===== config.mk =====
export PLATFORM = sky130hd
export DESIGN_NAME = instr_fetch_queue
export DESIGN_NICKNAME = d
export VERILOG_FILES = /design/src/rtl/fetch_q_pkg.sv /design/src/rtl/fq_ring.sv /design/src/rtl/instr_fetch_queue.sv
export SDC_FILE = /design/constraint.sdc
export NUM_CORES = 1
export LEC_CHECK = 0
export ABC_AREA = 1
export ABC_CLOCK_PERIOD_IN_PS = 7100
export BUFFER_PORTS_ARGS = -buffer_cell sky130_fd_sc_hd__buf_2
export CELL_PAD_IN_SITES_DETAIL_PLACEMENT = 1
export CELL_PAD_IN_SITES_GLOBAL_PLACEMENT = 2
export CORE_ASPECT_RATIO = 0.9
export CORE_UTILIZATION = 41
export DETAILED_ROUTE_END_ITERATION = 8
export HOLD_SLACK_MARGIN = 0.06
export PLACE_DENSITY_LB_ADDON = 0.1
export SETUP_SLACK_MARGIN = 0.3
export SLEW_MARGIN = 20
export SYNTH_ARGS = -nofsm -noshare
export SYNTH_HDL_FRONTEND = slang
export SYNTH_SLANG_ARGS = --single-unit

===== constraint.sdc =====
create_clock -name clk -period 7.1 [get_ports clk]
set_input_delay 0.355 -clock clk [delete_from_list [all_inputs] [get_ports clk]]
set_output_delay 0.355 -clock clk [all_outputs]
set_load 0.01 [all_outputs]

===== src/rtl/fetch_q_pkg.sv =====
// Shared types and constants for the instruction fetch queue.
package fetch_q_pkg;

    localparam int FQ_PC_W  = 9;
    localparam int FQ_INS_W = 32;

    localparam logic [31:0] FQ_BUBBLE = 32'h0;
    localparam int          PC_STEP   = 4;

    typedef struct packed {
        logic [FQ_PC_W-1:0]  pc;
        logic [FQ_INS_W-1:0] instr;
    } fq_entry_t;

endpackage


===== src/rtl/fq_ring.sv =====
// Ring buffer holding fetched {pc, instr} entries; combinational head read, flush clears pointers.
module fq_ring
    import fetch_q_pkg::*;
#(
    parameter int  DEPTH   = 4,
    parameter type entry_t = fq_entry_t
) (
    input  logic                     clk,
    input  logic                     reset,
    input  logic                     flush,
    input  logic                     wr_en,
    input  entry_t                   wr_data,
    input  logic                     rd_en,
    output entry_t                   rd_data,
    output logic [$clog2(DEPTH):0]   count
);

    localparam int AW = $clog2(DEPTH);
    localparam int CW = AW + 1;

    entry_t          mem [DEPTH];
    logic [AW-1:0]   wr_ptr_reg;
    logic [AW-1:0]   rd_ptr_reg;
    logic [CW-1:0]   count_reg;

    // Payload storage carries no reset; validity is tracked solely by count_reg.
    for (genvar gi = 0; gi < DEPTH; gi++) begin : g_slot
        always_ff @(posedge clk) begin
            if (wr_en && (wr_ptr_reg == AW'(gi))) begin
                mem[gi] <= wr_data;
            end
        end
    end

    always_ff @(posedge clk) begin
        if (!reset || flush) begin
            wr_ptr_reg <= '0;
            rd_ptr_reg <= '0;
            count_reg  <= '0;
        end else begin
            if (wr_en) begin
                wr_ptr_reg <= wr_ptr_reg + 1'b1;
            end
            if (rd_en) begin
                rd_ptr_reg <= rd_ptr_reg + 1'b1;
            end
            count_reg <= count_reg + CW'(wr_en) - CW'(rd_en);
        end
    end

    assign rd_data = mem[rd_ptr_reg];
    assign count   = count_reg;

endmodule


===== src/rtl/instr_fetch_queue.sv =====
// Fetch stage: PC generation, one in-flight imem request, and a small {pc, instr} queue.
// Optional FETCH_BYPASS_EN presents the returning fetch directly when the queue is empty.
module instr_fetch_queue
    import fetch_q_pkg::*;
#(
    parameter int              PC_W     = 9,
    parameter int              INS_W    = 32,
    parameter int              DEPTH    = 4,
    parameter logic [PC_W-1:0] RESET_PC = '0
) (
    input  logic                     clk,
    input  logic                     reset,
    output logic [PC_W-1:0]          imem_addr,
    input  logic [INS_W-1:0]         imem_rdata,
    input  logic                     redirect,
    input  logic [PC_W-1:0]          redirect_pc,
    input  logic                     stall,
    input  logic                     halt,
    output logic                     out_valid,
    output logic [PC_W-1:0]          out_pc,
    output logic [INS_W-1:0]         out_instr,
    output logic [$clog2(DEPTH):0]   occupancy
);

    localparam int CW = $clog2(DEPTH) + 1;

    typedef struct packed {
        logic [PC_W-1:0]  pc;
        logic [INS_W-1:0] instr;
    } entry_t;

    logic [PC_W-1:0] fpc_reg;
    logic [PC_W-1:0] req_pc_reg;
    logic            req_v_reg;

    logic [CW-1:0]   count;
    logic [CW:0]     pending;
    entry_t          head;
    entry_t          fill_entry;
    entry_t          sel;
    logic            issue;
    logic            fill;
    logic            deq;
    logic            wr_en;
    logic            rd_en;
    logic            head_valid;

    // Counting the in-flight request reserves its slot, so a fill never overflows.
    assign pending    = {1'b0, count} + (CW+1)'(req_v_reg);
    assign issue      = !halt && !redirect && (pending < (CW+1)'(DEPTH));
    assign fill       = req_v_reg && !redirect;
    assign fill_entry = '{pc: req_pc_reg, instr: imem_rdata};
    assign imem_addr  = fpc_reg;

`ifdef FETCH_BYPASS_EN
    logic bypass;
    assign bypass     = (count == '0) && fill;
    assign head_valid = (count != '0) || bypass;
    assign sel        = bypass ? fill_entry : head;
    assign deq        = head_valid && !stall && !redirect;
    // A bypassed entry consumed immediately never touches the ring.
    assign wr_en      = fill && !(bypass && deq);
    assign rd_en      = deq && !bypass;
`else
    assign head_valid = (count != '0);
    assign sel        = head;
    assign deq        = head_valid && !stall && !redirect;
    assign wr_en      = fill;
    assign rd_en      = deq;
`endif

    fq_ring #(
        .DEPTH   (DEPTH),
        .entry_t (entry_t)
    ) u_ring (
        .clk     (clk),
        .reset   (reset),
        .flush   (redirect),
        .wr_en   (wr_en),
        .wr_data (fill_entry),
        .rd_en   (rd_en),
        .rd_data (head),
        .count   (count)
    );

    always_ff @(posedge clk) begin
        if (!reset) begin
            fpc_reg    <= RESET_PC;
            req_pc_reg <= '0;
            req_v_reg  <= 1'b0;
        end else if (redirect) begin
            fpc_reg   <= redirect_pc;
            req_v_reg <= 1'b0;
        end else begin
            req_v_reg <= issue;
            if (issue) begin
                req_pc_reg <= fpc_reg;
                fpc_reg    <= fpc_reg + PC_W'(PC_STEP);
            end
        end
    end

    assign out_valid = head_valid;
    assign out_pc    = head_valid ? sel.pc : '0;
    assign out_instr = head_valid ? sel.instr : INS_W'(FQ_BUBBLE);
    assign occupancy = count;

endmodule


==> impl_metrics.toml <==
[grt]
grt_pass1_wl_mm = 29.2
track_usage = 0.198
grt.overflow.total = 0
grt_pass1_vias = 5530
grt_antenna_before_repair = 0
grt_max_degree = 84

[drt]
wl_per_cell_um = 18.0
drtIter0Drc = 242
drc = 0
drtAntennaViolNets = 0
vias_per_cell = 5.11
vias = 5224
firstDrtPassIters = 4
drt-total-wl_mm = 18.4

[timing]
worst_pin_slew_ns = 1.05
slew_viol_final = 0
skew_ns = 0.00866
fin_ws_ns = 3.81
slew_headroom = 0.303
fin_hold_ws_ns = 0.139
fin_crit_sh = 0.463
post-route-min-period_ns = 3.29
hold_violations = 0
final-setup-viol-count = 0
rsz0062_at_grt = "false"
finalSetupTns_ns = 0
fmax_mhz = 304

[cts]
clock_latency_ns = 0.43
cts-hold-fix-buffers = 0
cts_sinks = 192
clkTransAtPathRegs_ns = 0.07
tritoncts = "yes"
cts_setup_buffers = 0
cts-root-buf = "clkbuf_16"
cts_htree_levels = 4
tritoncts.num_buffers = 17
clock_path_buffers = 2
ctsResizeCount = 0

[logic_synthesis]
synth_top_area_share = 0.636
ys_async_sr_fraction = 0
synth.distinct_cells = 30
yosysWarnings = 0
synth_edf_count = 164
synth_nets = 733
ys.flop_type = "edfxtp_1"
yosysSeqAreaShare = 0.708
ys_top_cells_by_count = "nor2_1, edfxtp_1, o21ai_0"
postSynthAreaPerCell_um2 = 11.4
ys_ff_latch = 192
synth_most_common_cell = "nor2_1"
yosysTopAreaCell = "edfxtp_1"
synth_cells = 678
syn-cell-area_mm2 = 0.00774
ys_top_cells_by_area = "edfxtp_1, nor2_1, dfxtp_1, o21ai_0, a21oi_1"

[floorplanning]
io_pins = 100
core-area_mm2 = 0.0185
start_util = 0.419
dieArea_mm2 = 0.0194
die_y_um = 132
dieWidth_um = 147
rows = 47

[power_and_ir_drop]
total_leakage_power_nw = 3.40
power.total_mw = 2.27
peakVddDrop_uv = 145
power.density_mw_per_mm2 = 253

[min_path]
min_path_type = "in -> reg"

[worst_setup_path]
worstPathCellList = "inv_2 -> buf_4 -> o21ai_0 -> a21oi_1 -> buf_2"
cp_top_family = "buffers and inverters"
path_max_fanout = 83
slowest_stage = "dfxtp_4"
max_stage_delay_ns = 0.96
rrSetupSlack_ns = 5.07
worst_setup_path_end_kind = "output pin"
critical_path_class = "reg -> out"
start_kind = "flop"
critPathArrivalTime_ns = 2.93
worst-path-buf-inv = 3
worstPathRequired_ns = 6.74

[placed_design]
gp_congestion = 0.777
hpwl_mm = 10.6
postPlaceCellArea_mm2 = 0.00842
io_buffers = 99
post-place-ws_ns = 4.18

[run]
maxCapViolations = 0

[layout]
syn2layout_area_growth_pct = 16.2
largest_reg_flops = 164
drive_gt1_frac = 0.195
design_area_mm2 = 0.00899
diodes = 0
num-nets-final = 820

[run_status]
outcome = "finished clean"
routing by layer:
| layer | track usage | up-vias | wire length [µm] |
|---|---|---|---|
| met3 | 0.0446 | 15 | 629 |
| li1 | - | 2507 | - |
| met4 | 0.0567 | 0 | 194 |
| met5 | 0 | - | 0 |
| met1 | 0.248 | 2603 | 8170 |
| met2 | 0.344 | 99 | 9430 |
path summary, 6_finish.rpt:
check                             startpoint                          end  cells past startpoint
setup / recovery                        flop                    out_pc[4]                      5
hold / removal                imem_rdata[22]  u_ring.mem[3][22]$_DFFE_PP_                      1
setup reg to reg  u_ring.count[1]$_SDFF_PP0_   u_ring.count[2]$_SDFF_PP0_                     10
hold reg to reg   req_pc_reg[1]$_SDFFE_PN0P_  u_ring.mem[2][33]$_DFFE_PP_                      0
cell type report:
type | instances | area, µm²
Clock buffer | 19 | 433
Clock inverter | 13 | 144
Fill cell | 2043 | 9470
Inverter | 32 | 120
Multi-Input combinational cell | 418 | 1970
Sequential cell | 192 | 5490
Tap cell | 245 | 307
Timing Repair Buffer | 104 | 533
stage by stage:
| stage | util | instances |
|---|---|---|
| 2_1_floorplan | - | 678 |
| 5_1_grt | 0.487 | 1023 |
| 3_5_place_dp | 0.456 | 991 |
| 3_3_place_gp | 0.456 | 991 |
| 4_1_cts | 0.487 | 1023 |
| 6_report | 0.487 | 1023 |
logic make-up after synthesis:
kind of cell,share of synthesized area
buffers and inverters,0.0414
AOI/OAI and AO/OA,0.101
DFF,0.708
and+or+nand+nor,0.132
adders and majority gates,0.0155
xor gates and xnor gates,0.00226
power by group:
part           total (mW)  internal (mW)  switching [mW]  leakage, nW
clock               0.948          0.549           0.399        0.286
sequential           1.25           1.24          0.0117         1.72
combinational      0.0768         0.0271          0.0497         1.40
placed cells by master (no fill, tap or decap), drive strengths merged:
master	count
o21bai	2
clkinv	8
ha	8
or2	1
nand4	3
buf	104
nor2	194
fa	1
inv	33
nand3	17
xnor2	1
and3	1
a21oi	52
nand2	39
dfxtp	28
clkbuf	19
xor2	1
bufinv	3
edfxtp	164
clkinvlp	1
o21ai	98
(Power assumes the default switching activity.)
